## config.mk

```make
export PLATFORM = sky130hd
export DESIGN_NAME = clk_div_gen
export DESIGN_NICKNAME = d
export VERILOG_FILES = /design/src/rtl/clk_div_gen.sv
export SDC_FILE = /design/constraint.sdc
export NUM_CORES = 1
export LEC_CHECK = 0
export CORE_MARGIN = 5
export CORE_UTILIZATION = 30
export DETAILED_ROUTE_END_ITERATION = 8
export REMOVE_ABC_BUFFERS = 1
export SYNTH_ARGS = -nofsm -noshare
export SYNTH_HDL_FRONTEND = slang
export SYNTH_SLANG_ARGS = --single-unit
```

## constraint.sdc

```tcl
create_clock -name clk -period 15.4 [get_ports clk]
set_input_delay 3.08 -clock clk [delete_from_list [all_inputs] [get_ports clk]]
set_output_delay 3.08 -clock clk [all_outputs]
set_load 0.02 [all_outputs]
```

## src/rtl/clk_div_gen.sv

```systemverilog
// Multi-channel programmable clock divider / tick generator with glitch-free divisor changes.
// Optional feature macro: CLKDIV_SYNC_EN adds sync_i, which re-phases every running channel.
module clk_div_gen #(
    parameter int NUM_CH  = 4,
    parameter int CNT_W   = 16,
    parameter int RST_DIV = 4
) (
    input  logic                      clk,
    input  logic                      rst,
    input  logic [NUM_CH-1:0]         en_i,
    input  logic                      div_wr_i,
    input  logic [$clog2(NUM_CH)-1:0] div_ch_i,
    input  logic [CNT_W-1:0]          div_i,
`ifdef CLKDIV_SYNC_EN
    input  logic                      sync_i,
`endif
    output logic [NUM_CH-1:0]         clk_o,
    output logic [NUM_CH-1:0]         tick_o,
    output logic [NUM_CH-1:0]         active_o,
    output logic [NUM_CH-1:0]         pend_o
);

    logic [CNT_W-1:0]  per_q     [NUM_CH];
    logic [CNT_W-1:0]  per_d     [NUM_CH];
    logic [CNT_W-1:0]  cnt_q     [NUM_CH];
    logic [CNT_W-1:0]  cnt_d     [NUM_CH];
    logic [CNT_W-1:0]  pendVal_q [NUM_CH];
    logic [CNT_W-1:0]  pendVal_d [NUM_CH];
    logic [NUM_CH-1:0] run_q, run_d;
    logic [NUM_CH-1:0] pendVld_q, pendVld_d;
    logic [NUM_CH-1:0] clk_q, clk_d;
    logic [NUM_CH-1:0] tick_q, tick_d;

    logic [NUM_CH-1:0] wrHit;
    logic [NUM_CH-1:0] boundary;
    logic [NUM_CH-1:0] restart;
    logic [CNT_W-1:0]  divClamped;

    // Periods below 2 cannot produce both a low and a high phase.
    assign divClamped = (div_i < CNT_W'(2)) ? CNT_W'(2) : div_i;

    always_comb begin
        for (int i = 0; i < NUM_CH; i++) begin
            wrHit[i]    = div_wr_i && (int'(div_ch_i) == i);
            boundary[i] = run_q[i] && (cnt_q[i] == per_q[i] - CNT_W'(1));
`ifdef CLKDIV_SYNC_EN
            restart[i]  = boundary[i] || (sync_i && run_q[i]);
`else
            restart[i]  = boundary[i];
`endif
        end
    end

    always_comb begin
        per_d     = per_q;
        cnt_d     = cnt_q;
        pendVal_d = pendVal_q;
        run_d     = run_q;
        pendVld_d = pendVld_q;
        clk_d     = '0;
        tick_d    = '0;
        for (int i = 0; i < NUM_CH; i++) begin
            if (!run_q[i]) begin
                cnt_d[i] = '0;
                run_d[i] = en_i[i];
                if (wrHit[i]) begin
                    per_d[i] = divClamped;
                end
            end else if (restart[i]) begin
                // A write on the restart cycle itself is held for the period after this one.
                cnt_d[i] = '0;
                run_d[i] = en_i[i];
                if (pendVld_q[i]) begin
                    per_d[i]     = pendVal_q[i];
                    pendVld_d[i] = 1'b0;
                end
                if (wrHit[i]) begin
                    pendVal_d[i] = divClamped;
                    pendVld_d[i] = 1'b1;
                end
            end else begin
                cnt_d[i] = cnt_q[i] + CNT_W'(1);
                if (wrHit[i]) begin
                    pendVal_d[i] = divClamped;
                    pendVld_d[i] = 1'b1;
                end
            end
            clk_d[i]  = run_d[i] && (cnt_d[i] >= per_d[i] - (per_d[i] >> 1));
            tick_d[i] = run_d[i] && (cnt_d[i] == per_d[i] - CNT_W'(1));
        end
    end

    always_ff @(posedge clk) begin
        if (rst) begin
            for (int i = 0; i < NUM_CH; i++) begin
                per_q[i]     <= CNT_W'(RST_DIV);
                cnt_q[i]     <= '0;
                pendVal_q[i] <= '0;
            end
            run_q     <= '0;
            pendVld_q <= '0;
            clk_q     <= '0;
            tick_q    <= '0;
        end else begin
            per_q     <= per_d;
            cnt_q     <= cnt_d;
            pendVal_q <= pendVal_d;
            run_q     <= run_d;
            pendVld_q <= pendVld_d;
            clk_q     <= clk_d;
            tick_q    <= tick_d;
        end
    end

    assign clk_o    = clk_q;
    assign tick_o   = tick_q;
    assign active_o = run_q;
    assign pend_o   = pendVld_q;

endmodule

```

After elaboration in Yosys (flattened, before gate mapping)
Cells that the tools add are included.
{"block": "word_totals", "reg_bits": 208, "input_bits": 25, "wordCells": 125, "out_inout_bits": 16}
{"block": "op_classes", "n_eq_ne": 11, "addsub": 16, "reduce_logical": 29, "muxes": 45, "n_lt_le_gt_ge": 5}
{"op": "$mux 16", "count": 25}
{"op": "$eq 16x16->1", "count": 8}
{"op": "$sub 16x1->16 const B", "count": 8}
{"op": "$add 16x1->16 const B", "count": 4}
{"op": "$ge 16x16->1", "count": 4}
{"op": "$sub 16x15->16", "count": 4}
{"op": "$mux 1", "count": 20}
{"op": "$logic_and 1x1->1", "count": 16}
{"op": "$lt 16x2->1 const B", "count": 1}
{"op": "$reduce_and 2->1", "count": 8}
{"op": "$reduce_bool 2->1", "count": 4}
{"op": "$eq 2x2->1 const B", "count": 2}
{"op": "$eq 2x1->1 const B", "count": 1}
{"op": "$logic_not 2->1", "count": 1}

Longest topological paths before layout
{"block": "logic_depth", "ltp_word": 8, "mapped_depth": 32, "ltp_nobuf": 31}

Worst setup path before layout
Ideal clock, no wire load.
{"block": "synth_timing", "path_type": "input port to flip-flop", "from": "input port div_ch_i[1]", "to": "register clk_q[0], in the netlist clk_o[0]", "required_ns": 15.280, "setup_ns": 0.120, "arrival_ns": 7.918, "path_stages": 23, "n_path_buf": 2, "slack_ns": 7.362, "path_cell_list": "nor3b_1 clkbuf_1 buf_1 mux2i_1 nor2_1 a221oi_1 ha_1 o21ba_2 o21bai_1 a21oi_1 o21bai_1 a21oi_1 o41ai_1 o41a_1 a31o_2 nand2_1 nand2_1 a21oi_1 xor2_1 ha_1 o2111ai_1 a21oi_1 o31a_1"}
{"block": "synth_between", "elab_chain_cells": 7}
{"element": "from (decl)", "line": "12", "source": "input logic [$clog2(NUM_CH)-1:0] div_ch_i,"}
{"element": "$logic_not 2->1", "line": "44", "source": "wrHit[i] = div_wr_i && (int'(div_ch_i) == i);"}
{"element": "$logic_and 1x1->1", "line": "44"}
{"element": "$mux 16", "line": "66", "source": "if (wrHit[i]) begin"}
{"element": "$mux 16", "line": "63", "source": "if (!run_q[i]) begin"}
{"element": "$sub 16x15->16", "line": "88", "source": "clk_d[i] = run_d[i] && (cnt_d[i] >= per_d[i] - (per_d[i] >> 1));"}
{"element": "$ge 16x16->1", "line": "88"}
{"element": "$logic_and 1x1->1", "line": "88"}
{"element": "to (signal assigned)", "line": "110", "source": "clk_q <= clk_d;"}
{"element": "to (decl)", "line": "31", "source": "logic [NUM_CH-1:0] clk_q, clk_d;"}
No other way between the ends.
A chain may end at the register's enable or synchronous reset.

==> flow_summary.toml <==
[finish]
syn_to_final_growth_pct = 11.2
postLayoutCellArea_um2 = 20400
drive_above_1_share_pct = 7.48
antenna_cells = 0
seqCellArea_um2 = 4160
nFillCells = 6258
nNetsFinal = 2546
utilization_pct = 33.7
multi_input_area_um2 = 13200

[outcome]
status = "finished clean"

[worst_setup_path]
cp-end-kind = "flip-flop"
critical_path_class = "in -> reg"
path_max_fanout = 13
critPathRequiredTime_ns = 15.86
critPathMaxStageDelay_ns = 0.75
worstSetupStartpointType = "input port"
crit_slowest_cell = "nor2_1"
path_common_cell = "a21oi_1"
arrival_ns = 8.96

[floorplanning]
std_cell_rows = 90
ioPinCount = 41
die_width_um = 257
start_util_pct = 30.3
coreArea_um2 = 60500
dieArea_um2 = 66200
die_h_um = 257

[routing]
drtAntennaViolNets = 0
route.met3.wl_um = 2170
dr_wl_met2_um = 23300
vias = 15900
vias_per_cell = 5.10
finalWirelength_um = 51100
met1_length_um = 24700
drtPass1Iterations = 6
drt_iter0_markers = 999
highest_layer = "met5"
drc = 0
route.detailed.wl_per_inst_um = 16.4

[cts]
cts-resized-gates = 0
root_buffer = "clkbuf_16"
clock-sinks = 208
numCtsBuffers = 26
postCtsSetupRepairBufs = 0
cts_tree = "built"
htree_num_levels = 1
clk_pin_slew_ns = 0.07
worstSkewPairLatency_ns = 0.56
postCtsHoldBufs = 0
clockBufferDepth = 3

[sta]
final.setup.tns_ns = 0
slew_headroom_pct = 29.0
min_period_ns = 8.50
tightest_slew_ns = 1.06
hold_violations = 0
worst_clock_skew_ns = 0.0196
slew_viol_final = 0
fin_hold_ws_ns = 0.455
setup-violations-final = 0
fmax_ghz = 0.118
rsz0062_at_grt = "false"
finalCritPeriodShare_pct = 55.2
setup_slack_ns = 6.90

[logic_synthesis]
ys.flop_type = "dfxtp_1"
synth_xor_area_share_pct = 12.8
ys_async_sr_fraction_pct = 0
synth_fa_ha_area_share_pct = 13.8
synth_mux_area_share_pct = 4.05
synth-compound-area-share_pct = 16.7
synth_seq_cells = 208
yosysWarnings = 0
synth_edf_count = 0
synth_top_family_by_area = "simple AND/OR/NAND/NOR gates"
syn_area_um2 = 18300
synth_cell_types = 102
synth-seq-area-share_pct = 22.7
yosys.area_share.simple_pct = 24.3
synth_cells = 2342
syn_avg_cell_area_um2 = 7.83

[placed_design]
dpl-instance-area_um2 = 19400
gp_congestion = 0.826
dp_hpwl_um = 39100
io_buffer_count = 40
post-place-ws_ns = 6.41

[global_route]
grt_pass1_wl_um = 82400
grt_overflow = 0
grt_start_max_net_pins = 75
grt_pass1_vias = 15400
grtUsageTotal_pct = 14.9
antenna_found_initial = 1

[flow_run]
maxCapViolations = 0

[power]
power.density_nw_per_um2 = 89.6
ir_drop_mv = 0.0875
p_leak_nw = 8.47

[hold_path]
min_path_type = "reg -> reg"
==> stage by stage <==
stage | power [mW] | cells
6_report | 1.83 | 3123
5_1_grt | 1.94 | 3123
4_1_cts | 1.85 | 3123
3_5_place_dp | 1.16 | 3076
3_3_place_gp | 1.15 | 3076
2_1_floorplan | 1.01 | 2230
==> flip-flops by register name, summed over array words and instances, names as in the netlist <==
register / cells
active_o: 4
cnt_q: 64
tick_o: 4
pend_o: 4
pendVal_q: 64
per_q: 64
clk_o: 4
==> placed cells by master, fill, tap and decap left out, drive strengths merged, types with 14 or more instances in the layout <==
| cell type | count |
|---|---|
| a21o | 41 |
| nand3 | 63 |
| a31oi | 15 |
| nand2 | 246 |
| or2 | 28 |
| xor2 | 92 |
| or3 | 19 |
| a21oi | 148 |
| and3 | 39 |
| o21ai | 46 |
| clkbuf | 35 |
| nand4 | 26 |
| nor4 | 21 |
| dfxtp | 208 |
| nor3 | 88 |
| a211oi | 20 |
| nand2b | 22 |
| nor2b | 26 |
| inv | 152 |
| or4 | 14 |
| buf | 25 |
| xnor2 | 170 |
| clkdlybuf4s50 | 39 |
| ha | 195 |
| nor2 | 247 |
| and2 | 15 |
| mux2i | 50 |
| o21bai | 26 |
| mux2 | 20 |
==> critical path, delay by kind of cell <==
kind / cells / cell delay (ns)
AO/OA/AOI/OAI: 14 / 2.42
adder cells (fa/ha/maj): 3 / 0.70
buffers and inverters: 4 / 0.94
AND/OR/NAND/NOR: 5 / 1.81
==> where the power goes <==
group | switching [mW] | leakage, nW | total, mW | internal [mW]
clock | 0.255 | 0.470 | 0.681 | 0.426
sequential | 0.0237 | 1.69 | 0.577 | 0.553
combinational | 0.322 | 6.31 | 0.569 | 0.248
total | 0.600 | 8.47 | 1.83 | 1.23
==> logic make-up after synthesis <==
| kind of cell | Yosys count |
|---|---|
| multiplexers | 70 |
| XOR/XNOR | 264 |
| AO/OA/AOI/OAI | 439 |
| buffers and inverters | 264 |
| flip-flops | 208 |
| AND/OR/NAND/NOR | 897 |
| adder cells (fa/ha/maj) | 200 |
==> synth_stat cells (38+ instances only) <==
library cell / number / area, um2
a21o_1: 41 / 308
a21oi_1: 148 / 741
and3_1: 39 / 244
clkbuf_1: 82 / 308
dfxtp_1: 208 / 4160
ha_1: 195 / 2440
inv_1: 151 / 567
mux2i_1: 49 / 490
nand2_1: 246 / 923
nand3_1: 62 / 310
nor2_1: 246 / 923
nor3_1: 83 / 415
o21ai_0: 38 / 190
xnor2_1: 170 / 1490
xor2_1: 92 / 806
==> path summary, 6_finish.rpt <==
check,start,endpoint,slack [ns],cells past startpoint
setup / recovery,div_ch_i[1],clk_o[2],6.90,26
hold / removal,pendVal_q[36],pendVal_q[36],0.45,2
setup reg to reg,per_q[16],clk_o[2],8.21,27
hold reg to reg,pendVal_q[36],pendVal_q[36],0.45,2
==> layout make-up <==
class,count,share of cell area (%)
tap,782,4.80
multi-input combinational,1870,64.5
clock inverter,12,0.927
timing repair buffer,64,2.85
sequential,208,20.4
clock buffer,35,3.71
inverter,152,2.80
==> metal layers <==
| metal | global-route usage, % | up-vias |
|---|---|---|
| met4 | 3.25 | 2 |
| met2 | 25.0 | 304 |
| li1 | - | 8096 |
| met3 | 1.74 | 51 |
| met5 | 0 | - |
| met1 | 20.7 | 7487 |
Note: power is estimated with default switching activity, not from simulation.
